### src/rtl/monopix_rx_if.sv
// Arbiter-side FIFO port of the MONOPIX receiver: first-word-fall-through
// head word plus empty flag, popped by FIFO_READ.
interface monopix_rx_if;
  logic        FIFO_READ;
  logic        FIFO_EMPTY;
  logic [31:0] FIFO_DATA;

  modport master (output FIFO_READ, input FIFO_EMPTY, input FIFO_DATA);
  modport slave  (input FIFO_READ, output FIFO_EMPTY, output FIFO_DATA);
endinterface

### src/rtl/monopix_rx.sv
// MONOPIX hit readout: on TOKEN freeze the matrix, strobe READ, shift in one
// serial hit word per READ and buffer tagged words in a FWFT FIFO.
module monopix_rx #(
  parameter int unsigned DATA_BITS    = 24,
  parameter int unsigned FIFO_DEPTH   = 16,
  parameter logic [3:0]  IDENTIFIER   = 4'b0001,
  parameter int unsigned FREEZE_DELAY = 2,
  parameter int unsigned READ_WIDTH   = 2,
  parameter int unsigned READ_GAP     = 1
) (
  input  logic        CLK,
  input  logic        RST,
  input  logic        ENABLE,
  input  logic        TOKEN,
  input  logic        DATA,
  output logic        FREEZE,
  output logic        READ,
  output logic        SER_CLK_EN,
  output logic        BUSY,
  output logic [7:0]  LOST_COUNT,
  monopix_rx_if.slave fifo_if
);

  localparam int unsigned AW = $clog2(FIFO_DEPTH);
  localparam int unsigned CW = 16;

  typedef enum logic [2:0] {
    S_IDLE, S_FRZ, S_RD, S_GAP, S_SHIFT, S_STORE, S_UNFRZ
  } state_t;

  state_t               state_q, state_d;
  logic [CW-1:0]        cnt_q, cnt_d;
  logic [CW-1:0]        limit;
  logic                 last;
  logic                 tok_meta_q, tok_s_q;
  logic                 freeze_q, read_q, sclk_q;
  logic [DATA_BITS-1:0] shift_q;
  logic [7:0]           lost_q;
  logic [AW:0]          wr_ptr_q, rd_ptr_q;
  logic [31:0]          mem_q [FIFO_DEPTH];
  logic                 shift_en, store_evt, push, drop, pop;
  logic                 fifo_empty, fifo_full;
  logic [31:0]          word;

  always_ff @(posedge CLK or posedge RST) begin
    if (RST) begin
      tok_meta_q <= 1'b0;
      tok_s_q    <= 1'b0;
    end else begin
      tok_meta_q <= TOKEN;
      tok_s_q    <= tok_meta_q;
    end
  end

  // Each timed state lasts 'limit' cycles; cnt_q restarts on every state change.
  always_comb begin
    state_d = state_q;
    case (state_q)
      S_FRZ:   limit = CW'(FREEZE_DELAY);
      S_RD:    limit = CW'(READ_WIDTH);
      S_GAP:   limit = CW'(READ_GAP);
      S_SHIFT: limit = CW'(DATA_BITS);
      default: limit = CW'(1);
    endcase
    last = (cnt_q == limit - CW'(1));
    case (state_q)
      S_IDLE:  if (ENABLE && tok_s_q) state_d = S_FRZ;
      S_FRZ:   if (last) state_d = S_RD;
      S_RD:    if (last) state_d = S_GAP;
      S_GAP:   if (last) state_d = S_SHIFT;
      S_SHIFT: if (last) state_d = S_STORE;
      S_STORE: state_d = (ENABLE && tok_s_q) ? S_RD : S_UNFRZ;
      S_UNFRZ: state_d = S_IDLE;
      default: state_d = S_IDLE;
    endcase
    if (state_d != state_q || state_q == S_IDLE) cnt_d = '0;
    else                                         cnt_d = cnt_q + CW'(1);
  end

  assign fifo_empty = (wr_ptr_q == rd_ptr_q);
  assign fifo_full  = (wr_ptr_q[AW] != rd_ptr_q[AW]) &&
                      (wr_ptr_q[AW-1:0] == rd_ptr_q[AW-1:0]);

  // The word is complete on the edge entering STORE, so it is written there;
  // fullness uses the pre-edge count, a same-cycle pop does not make room.
  assign shift_en  = (state_d == S_SHIFT);
  assign store_evt = (state_q == S_SHIFT) && (state_d == S_STORE);
  assign push      = store_evt && !fifo_full;
  assign drop      = store_evt && fifo_full;
  assign pop       = fifo_if.FIFO_READ && !fifo_empty;
  assign word      = {IDENTIFIER, 28'(shift_q)};

  always_ff @(posedge CLK or posedge RST) begin
    if (RST) begin
      state_q  <= S_IDLE;
      cnt_q    <= '0;
      freeze_q <= 1'b0;
      read_q   <= 1'b0;
      sclk_q   <= 1'b0;
      shift_q  <= '0;
      lost_q   <= '0;
      wr_ptr_q <= '0;
      rd_ptr_q <= '0;
    end else begin
      state_q  <= state_d;
      cnt_q    <= cnt_d;
      freeze_q <= state_d inside {S_FRZ, S_RD, S_GAP, S_SHIFT, S_STORE};
      read_q   <= (state_d == S_RD);
      sclk_q   <= shift_en;
      if (shift_en) shift_q <= (shift_q << 1) | DATA_BITS'(DATA);
      if (drop && lost_q != 8'hFF) lost_q <= lost_q + 8'd1;
      if (push) wr_ptr_q <= wr_ptr_q + 1'b1;
      if (pop)  rd_ptr_q <= rd_ptr_q + 1'b1;
    end
  end

  always_ff @(posedge CLK) begin
    if (push) mem_q[wr_ptr_q[AW-1:0]] <= word;
  end

  assign FREEZE             = freeze_q;
  assign READ               = read_q;
  assign SER_CLK_EN         = sclk_q;
  assign BUSY               = (state_q != S_IDLE);
  assign LOST_COUNT         = lost_q;
  assign fifo_if.FIFO_EMPTY = fifo_empty;
  assign fifo_if.FIFO_DATA  = fifo_empty ? 32'h0 : mem_q[rd_ptr_q[AW-1:0]];

endmodule

### src/flat_wrapper.sv
// flat-port wrapper written by rule: the top's interface ports become plain ports
module monopix_rx_flat 
#(
  parameter int unsigned DATA_BITS    = 24,
  parameter int unsigned FIFO_DEPTH   = 16,
  parameter logic [3:0]  IDENTIFIER   = 4'b0001,
  parameter int unsigned FREEZE_DELAY = 2,
  parameter int unsigned READ_WIDTH   = 2,
  parameter int unsigned READ_GAP     = 1
)
  (CLK, RST, ENABLE, TOKEN, DATA, FREEZE, READ, SER_CLK_EN, BUSY, LOST_COUNT, fifo_if_FIFO_READ, fifo_if_FIFO_EMPTY, fifo_if_FIFO_DATA);
  monopix_rx_if fifo_if_i ();
  input  logic CLK;
  input  logic RST;
  input  logic ENABLE;
  input  logic TOKEN;
  input  logic DATA;
  output logic FREEZE;
  output logic READ;
  output logic SER_CLK_EN;
  output logic BUSY;
  output logic [7:0] LOST_COUNT;
  input wire logic [$bits(fifo_if_i.FIFO_READ)-1:0] fifo_if_FIFO_READ;
  output wire logic [$bits(fifo_if_i.FIFO_EMPTY)-1:0] fifo_if_FIFO_EMPTY;
  output wire logic [$bits(fifo_if_i.FIFO_DATA)-1:0] fifo_if_FIFO_DATA;
  assign fifo_if_i.FIFO_READ = fifo_if_FIFO_READ;
  assign fifo_if_FIFO_EMPTY = fifo_if_i.FIFO_EMPTY;
  assign fifo_if_FIFO_DATA = fifo_if_i.FIFO_DATA;
  monopix_rx #(.DATA_BITS(DATA_BITS), .FIFO_DEPTH(FIFO_DEPTH), .IDENTIFIER(IDENTIFIER), .FREEZE_DELAY(FREEZE_DELAY), .READ_WIDTH(READ_WIDTH), .READ_GAP(READ_GAP)) u_core (.CLK(CLK), .RST(RST), .ENABLE(ENABLE), .TOKEN(TOKEN), .DATA(DATA), .FREEZE(FREEZE), .READ(READ), .SER_CLK_EN(SER_CLK_EN), .BUSY(BUSY), .LOST_COUNT(LOST_COUNT), .fifo_if(fifo_if_i));
endmodule
### config.mk
export PLATFORM = sky130hd
export DESIGN_NAME = monopix_rx_flat
export DESIGN_NICKNAME = d
export VERILOG_FILES = /design/src/rtl/monopix_rx_if.sv /design/src/rtl/monopix_rx.sv /design/src/flat_wrapper.sv
export SDC_FILE = /design/constraint.sdc
export NUM_CORES = 1
export LEC_CHECK = 0
export CORE_MARGIN = 2
export CORE_UTILIZATION = 69
export CTS_BUF_LIST = sky130_fd_sc_hd__clkbuf_8
export CTS_CLUSTER_DIAMETER = 100
export DETAILED_ROUTE_END_ITERATION = 7
export PLACE_DENSITY = 0.89
export RECOVER_POWER = 50
export SKIP_CTS_REPAIR_TIMING = 1
export SYNTH_ARGS = -nofsm -noshare
export SYNTH_HDL_FRONTEND = slang
export SYNTH_SLANG_ARGS = --single-unit
### constraint.sdc
create_clock -name CLK -period 11.01 [get_ports CLK]
set_input_delay 1.101 -clock CLK [delete_from_list [all_inputs] [get_ports CLK]]
set_output_delay 1.101 -clock CLK [all_outputs]
set_load 0.1 [all_outputs]
# After elaboration in Yosys (flattened, before gate mapping)
# Memory sizes are Yosys's and may differ from the RTL's.
# Cells that the tools add are included.
# Widths: inputs -> output; s select.
totals:
  inputBits: 6
  mem_bits_rw: 384
  n_memories: 1
  wordCells: 60
  output_inout_bits: 45
  regBits: 66
classes:
  n_eq_ne: 16
  n_bitwise: 1
  n_reduce_logical: 14
  n_mux: 12
  add_sub_neg: 5
mem_list:
  columns: ["name", "words", "word_bits", "rd", "rd_ports_with_merged_regs", "write_ports", "line", "source"]
  rows:
  - ["u_core.mem_q", 16, 24, 1, 0, 1, "monopix_rx.sv:40", "logic [31:0] mem_q [FIFO_DEPTH];"]
op_table:
  columns: ["op", "n"]
  rows:
  - ["$mux 32", 1]
  - ["$or 24x1->24", 1]
  - ["$mux 3", 6]
  - ["$pmux 3 s6", 1]
  - ["$add 16x1->16 const B", 1]
  - ["$eq 16x16->1", 1]
  - ["$mux 16", 1]
  - ["$eq 3x2->1 const B", 4]
  - ["$eq 3x3->1 const B", 4]
  - ["$add 5x1->5 const B", 2]
  - ["$pmux 5 s2", 1]
  - ["$add 8x1->8 const B", 1]
  - ["$ne 8x8->1 const B", 1]
  - ["$logic_and 1x1->1", 7]
  - ["$eq 3x1->1 const B", 2]
  - ["$sub 5x1->6 const B", 1]
  - ["$eq 5x5->1", 1]
  - ["$reduce_bool 5->1", 1]
  - ["$eq 4x4->1", 1]
  - ["$logic_not 3->1", 1]
  - ["$ne 3x3->1", 1]
  - ["$reduce_bool 3->1", 1]
  - ["$logic_not 1->1", 2]
  - ["$mux 1", 2]
  - ["3 further kinds", 3]

# Logic depth before layout (Yosys ltp)
# Gate-level depths: netlist (run 1).
depth:
  word_depth: 12
  depth_mapped: 8
  ltp_nobuf: 6

# Worst setup path before layout (run 1)
# No wires, ideal clock.
synth_path:
  path_kind: "register to output"
  startpoint: "reg u_core.rd_ptr_q[2]"
  endpoint: "out fifo_if_FIFO_DATA[15]"
  slack_ps: 6718
  required_time_ps: 9909
  stages_incl_launch_ff: 8
  arrival_time_ps: 3191
  path_cell_list: "dfrtp_1 clkbuf_1 xnor2_1 nand4_1 or2_2 clkbuf_1 clkbuf_1 and2_1"
synth_between:
  elab_chain_cells: 2
synth_lines:
  columns: ["element", "line", "source"]
  rows:
  - ["start, declared", "monopix_rx.sv:39", "logic [AW:0] wr_ptr_q, rd_ptr_q;"]
  - ["start signal, assigned", "monopix_rx.sv:113", "if (pop) rd_ptr_q <= rd_ptr_q + 1'b1;"]
  - ["$mem_v2 16x24 / $eq 5x5->1 (equally long branches)", null, null]
  - ["$mux 32 (*)", "monopix_rx.sv:127", "assign fifo_if.FIFO_DATA = fifo_empty ? 32'h0 : mem_q[rd_ptr_q[AW-1:0]];"]
  - ["end, declared", "flat_wrapper.sv:25", "output wire logic [$bits(fifo_if_i.FIFO_DATA)-1:0] fifo_if_FIFO_DATA;"]
# Mark *: on every way between the ends. The rest lies on a longest branch, timed or not.

# Worst setup path after layout (run 1)
layout_path:
  startpoint: "reg u_core.rd_ptr_q[1]"
  endpoint: "out fifo_if_FIFO_DATA[22]"
# The elaborated chain is that of the path after synthesis.

==> results of run 1 <==
-- where the power goes --
group | switching [mW] | leakage (nW) | total [mW] | internal [mW]
Combinational | 1.25 | 1.79 | 1.91 | 0.657
Sequential | 0.143 | 4.43 | 2.11 | 1.97
Clock | 0.612 | 0.786 | 1.33 | 0.714
Total | 2.01 | 7.01 | 5.35 | 3.34
-- flip-flops by register name, indices dropped and copies added, names as in the netlist --
signal and cells:
u_core.FREEZE 1, u_core.wr_ptr_q 5, u_core.READ 1, u_core.tok_s_q 1
u_core.LOST_COUNT 8, u_core.cnt_q 16, u_core.SER_CLK_EN 1, u_core.rd_ptr_q 5
u_core.shift_q 24, u_core.tok_meta_q 1, u_core.state_q 3, u_core.mem_q 384
-- path summary, 6_finish.rpt --
kind,start,end,cells after the start
min,u_core.tok_meta_q,u_core.tok_s_q,0
max in group asynchronous,RST,u_core.rd_ptr_q[0],3
min reg2reg,u_core.tok_meta_q,u_core.tok_s_q,0
max,u_core.rd_ptr_q[1],fifo_if_FIFO_DATA[22],5
min in group asynchronous,RST,u_core.cnt_q[12],3
max reg2reg,u_core.state_q[2],u_core.mem_q[1][10],6
-- cells in the mapped netlist, types with 10 or more instances --
cell      count
nand3_1      14
and3_1       17
nor2_1       22
mux4_2      120
xnor2_1      10
xor2_1       22
nand2_1      16
and2_1       28
inv_1        10
clkbuf_1     24
edfxtp_1    384
dfrtp_1      66
mux2_2       12
mux2_1       19
-- final cells by class --
type / instances / area, sq um
clock inverter: 46 / 262
inverter: 10 / 37.5
clock buffer: 80 / 1100
tap: 330 / 413
multi-input combinational: 350 / 4350
antenna: 1 / 2.50
timing repair buffer: 65 / 592
sequential: 450 / 13200
fill: 1150 / 5310
-- critical path, delay by kind of cell, from the launching register on --
family | cells | cell delay [ns]
xor+xnor | 1 | 0.17
flops | 1 | 1.16
buf+inv | 1 | 1.19
simple gates | 3 | 2.12
-- logic make-up (layout without fill, tap and decap cells) --
family	after synthesis	in the layout	share of synthesized area, %
AND/OR/NAND/NOR	137	137	4.38
XOR/XNOR	32	32	1.57
adder cells (fa/ha/maj)	7	7	0.492
other	1	8	0.0211
AO/OA/AOI/OAI	14	14	0.640
multiplexers	153	153	17.3
flip-flops	450	450	74.1
buffers and inverters	58	201	1.57
-- cell usage in the layout, fill, tap and decap left out, drive strengths merged, types with 6 or more instances in the layout --
master,netlist,routed
nor4,8,8
clkinvlp,0,6
mux2,31,31
nor2,22,22
nand4,8,8
nand2,16,16
nor2b,6,6
xor2,22,22
nand3,14,14
dfrtp,66,66
clkinv,0,8
xnor2,10,10
clkdlybuf4s50,0,40
inv,10,40
conb,1,7
ha,7,7
buf,24,21
and2,28,28
clkbuf,24,81
nor3,7,7
and3,17,17
edfxtp,384,384
mux4,120,120
-- routing by layer --
| metal | routed length (um) | vias up | GRT usage [%] | part of all wire [%] |
|---|---|---|---|---|
| li1 | - | 3656 | - | - |
| met1 | 13500 | 4511 | 39.6 | 36 |
| met2 | 18800 | 573 | 47.4 | 51 |
| met3 | 3540 | 102 | 5.95 | 9.6 |
| met4 | 1190 | 0 | 12.0 | 3.2 |
| met5 | 0 | - | 0 | 0 |
-- through the flow --
stage	instance area [sq um]	std cells	hold WS (ns)
after floorplan	17800	858	0.331
after global placement	18600	1205	0.338
after detailed placement	18600	1205	0.343
after CTS	20000	1331	0.357
after global routing	19900	1331	0.368
final	19900	1332	0.355
==> impl_results.md, run 1 <==
* Status: finished, violations left
* Failing checks: max-capacitance violations, max-slew violations
* Tot GR Track Use at 29.1%
* Vias in the first global route at 9,207
* Clk_lat worst skew at 0.58 ns
* Starting Density at 70.5%
* Final nets at 959
* CP max stage delay at 1.56 ns
* Crit Path Class: register to output port
* Share of layout cells above drive strength 1 at 25.1%
* Number of remaining DRC errors at 0
* Final slew viol count at 96
* Hold Crit Class: register to register
* Synth cell types at 44
* Die area at 27,100 sq um
* #FFs+latches synth at 450
* Final core utilization at 79.0%
* Worst Path Arrival at 5.22 ns
* Routed WL at 37.0 mm
* First-pass GRT wire length at 55.8 mm
* Leakage Power at 7.01 nW
* DR iter-0 viols at 1,140
* F_max at 158 MHz
* Clk pin slew, worst setup/hold paths at 0.06 ns
* Post-synth EDFFs at 384
* Input/output buffers at 43
* Synth area leaders: edfxtp_1 (65%), mux4_2 (15%), dfrtp_1 (9.3%)
* Unrepaired setup endpoints after global routing: false
* Relative slew slack at -155%
* Final setup margin at 4.69 ns
* Critical-path top delay cell: or2_0
* CTS Buffer Depth at 3
* Tot Pwr at 5.35 mW
* DP Worst Slack at 5.38 ns
* Die Y at 165 um
* WP data required at 9.91 ns
* Dpl hpwl at 19.9 mm
* Area grow syn2layout at 12.0%
* Seq/Total Area, Yosys at 74.1%
* CTS tree: built
* Final hold violations at 0
* H-tree depth at 3
* CP endpoint kind: output port
* Core area at 25,300 sq um
* Type of origin of the critical path: register
* Mapped Cells at 852
* Root Driver: clkbuf_8
* ANT nets after route at 0
* Final period util at 57.4%
* Total negative slack at 0 ns
* Num CTS Buffers at 69
* Pwr Density at 268 nW/um^2
* Vias per inst at 6.64
* Maximum VDD drop at 307 uV
* Max capacitance violation total at 2
* First drt pass iteration count at 5
* Synth Flop Type: edfxtp_1
* Pin count of the biggest net entering global routing at 75
* FP Rows at 58
* Leading area contributor after synthesis: edfxtp_1
* Setup violations, final at 0
* Final Critical Period at 6.32 ns
* CP Cell Sequence: xnor2_1 > nand4_1 > or2_0 > and2_1 > clkdlybuf4s50_1
* Die X at 165 um
* Syn Area/Cell at 20.9 sq um
* Largest fanout on the critical path at 28
* Synth Warn # at 0
* Num ports at 51
* Cell area after synthesis at 17,800 sq um
* Worst Skew at 0.0254 ns
* Flop-to-flop setup slack at 6.15 ns
* Worst slew pin tran at 3.82 ns
* DR WL/cell at 27.8 um
* Number of antenna violations at the first check in global routing at 1
* Post-synthesis async set-or-reset flop share at 14.7%
* Grt total ovfl at 0
* Vias at 8,842
* TritonCTS Sinks at 450
* Final estimated routing congestion in global placement at 0.793
* Share of the synthesized area in the top cell type at 64.8%
(Power assumes the default switching activity.)
==> inputs of run 2 (changes only) <==
- CORE_UTILIZATION: 69 -> 57
- PLACE_DENSITY: 0.89 -> 0.79
- clock period: 11.01 -> 5.7 ns (I/O delays scaled with it)
==> run 2 against run 1 <==
Net effect: the run now ends clean; sequential power up 94%; non-clock buffer count rose by 1; clock power is 110% higher; register-to-register slack got worse by 5.1 ns; first-iteration DRC count shrank 12%; combinational power grew 93%; clock skew is 0.0024 ns lower; routed wire length is 5.3% lower; sequential share of layout area decreased by 0.91 points; critical endpoint is now u_core.mem_q[9][19]; critical path depth rose by 1.
==> impl_results.md, run 2 (synthesized netlist as in run 1, its figures left out) <==
* Status: completed
* Final estimated routing congestion in global placement at 0.783 (-1.2%)
* Die X at 181 um (+9.8%)
* Worst slew pin tran at 1.23 ns (-2.59 ns)
* Largest register FFs at 384 (unchanged)
* Routed WL at 35.1 mm (-5.3%)
* First drt pass iteration count at 5 (unchanged)
* Vias in the first global route at 8,765 (-4.8%)
* Die area at 32,700 sq um (+21%)
* Area grow syn2layout at 13.6%
* Max capacitance violation total at 0 (-2)
* Crit Reg-Reg Startpoint: u_core.state_q[2]
* Starting Density at 58.0% (-12 points)
* Root Driver: clkbuf_8
* Die Y at 181 um (+9.8%)
* Leakage Power at 7.03 nW (+0.30%)
* CP Cell Sequence: nor3b_1 > mux2i_1 > or4_1 > nor2_1 > and3_1 > buf_12
* Commonest non-fill, non-tap cell in the layout: edfxtp_1
* ANT nets after route at 0 (unchanged)
* CP endpoint kind: register
* Relative slew slack at 17.4% (+170 points)
* Most frequent cells in the layout: edfxtp_1 (384), mux4_2 (120), clkbuf_8 (82)
* Setup violations, final at 0 (unchanged)
* CTS tree: built
* Worst r2r path cells at 6 (unchanged)
* Hold depth at 0 (unchanged)
* Crit Path Class: register to register
* Dpl hpwl at 18.4 mm (-7.6%)
* DR iter-0 viols at 1,002 (-12%)
* First-pass GRT wire length at 53.4 mm (-4.4%)
* Tot GR Track Use at 22.1% (-7.1 points)
* Final slew viol count at 0 (-100%)
* Number of antenna violations at the first check in global routing at 0 (-1)
* FF-to-FF End: u_core.mem_q[9][19]
* Vias at 8,534 (-3.5%)
* Maximum VDD drop at 437 uV (+42%)
* Unrepaired setup endpoints after global routing: false
* Hold Path End: u_core.tok_s_q
* Number of remaining DRC errors at 0 (unchanged)
* Type of origin of the critical path: register
* Final nets at 961 (+0.21%)
* Final hold violations at 0 (unchanged)
* Final period util at 81.4%
* Input/output buffers at 43 (unchanged)
* Pwr Density at 520 nW/um^2 (+94%)
* # diodes at 0 (-1)
* Clk_lat worst skew at 0.59 ns (about the same)
* TritonCTS Sinks at 450 (unchanged)
* DR WL/cell at 25.0 um (-9.9%)
* Worst Path Arrival at 4.92 ns (-0.30 ns)
* F_max at 215 MHz
* CP max stage delay at 0.94 ns (-0.62 ns)
* Clk pin slew, worst setup/hold paths at 0.05 ns (about the same)
* Final Critical Period at 4.64 ns
* Num ports at 51 (unchanged)
* Grt total ovfl at 0 (unchanged)
* H-tree depth at 3 (unchanged)
* HP Start: u_core.tok_meta_q
* Worst Skew at 0.0229 ns (-0.00243 ns)
* CTS Buffer Depth at 3 (unchanged)
* Pin count of the biggest net entering global routing at 67 (-11%)
* WP data required at 5.98 ns (-3.93 ns)
* Largest fanout on the critical path at 17 (-39%)
* Vias per inst at 6.09 (-8.2%)
* Share of layout cells above drive strength 1 at 26.2% (+1.1 points)
* Final core utilization at 65.9% (-13 points)
* Num CTS Buffers at 70 (+1.4%)
* Flop-to-flop setup slack at 1.06 ns (-5.09 ns)
* Hold Crit Class: register to register
* Core area at 30,700 sq um (+21%)
* Total negative slack at 0 ns (unchanged)
* FP Rows at 64 (+10%)
* WHS at 0.352 ns (-0.00367 ns)
* Critical-path top delay cell: and3_1
## run 2: cell types whose count changed in the layout (fill, tap and decap cells not counted), sizes merged
cell	before	now
clkdlybuf4s50	40	32
dlygate4sd3	3	11
clkinvlp	6	2
clkinv	8	11
buf	21	23
bufinv	2	4
clkbuf	81	82
diode	1	0
## run 2: where the power goes
part	leakage, nW	total (mW)	switching [mW]	internal [mW]
sequential	4.36	4.10	0.286	3.81
combinational	1.84	3.68	2.42	1.26
clock	0.837	2.75	1.24	1.51
## run 2: final cells by class
cell class                 instances  area (sq um)
clock buffer                      82          1130
tap                              396           495
clock inverter                    47           324
fill                            1909         10400
inverter                          10          38.8
multi-input combinational        350          4360
timing repair buffer              66           691
sequential                       450         13200
## run 2: critical path, delay by kind of cell, from the launching register on
family	cells	cell delay, ns
flip-flops	1	0.54
multiplexers	1	0.15
AND/OR/NAND/NOR	4	3.40
buffers and inverters	1	0.25
## run 2: per-layer routing
metal	up-vias	track usage [%]	routed length, um
li1	3664	-	-
met1	4407	30.6	13800
met2	414	36.2	17900
met3	49	4.58	2870
met4	0	6.19	510
met5	-	0	0
## run 2: how the worst max path moves through the flow
stage	from	to	slack [ns]	cells after the start
after CTS	u_core.rd_ptr_q[1]	fifo_if_FIFO_DATA[10]	1.00	5
after global routing	u_core.state_q[2]	u_core.mem_q[9][14]	0.71	6
after floorplan	u_core.rd_ptr_q[2]	fifo_if_FIFO_DATA[15]	1.94	7
after global placement	u_core.rd_ptr_q[1]	fifo_if_FIFO_DATA[10]	1.70	5
after detailed placement	u_core.state_q[2]	u_core.mem_q[9][16]	1.57	6
final	u_core.state_q[2]	u_core.mem_q[9][19]	1.06	6
## run 2: through the flow
stage                     cell area (sq um)  power (mW)  setup WS [ns]  instances
final                                 20200        10.5           1.06       1401
after global routing                  20200        10.9          0.707       1401
after CTS                             20200        10.6           1.00       1401
after detailed placement              18800        7.88           1.57       1272
after global placement                18800        7.83           1.70       1272
after floorplan                       17800        7.07           1.94        858
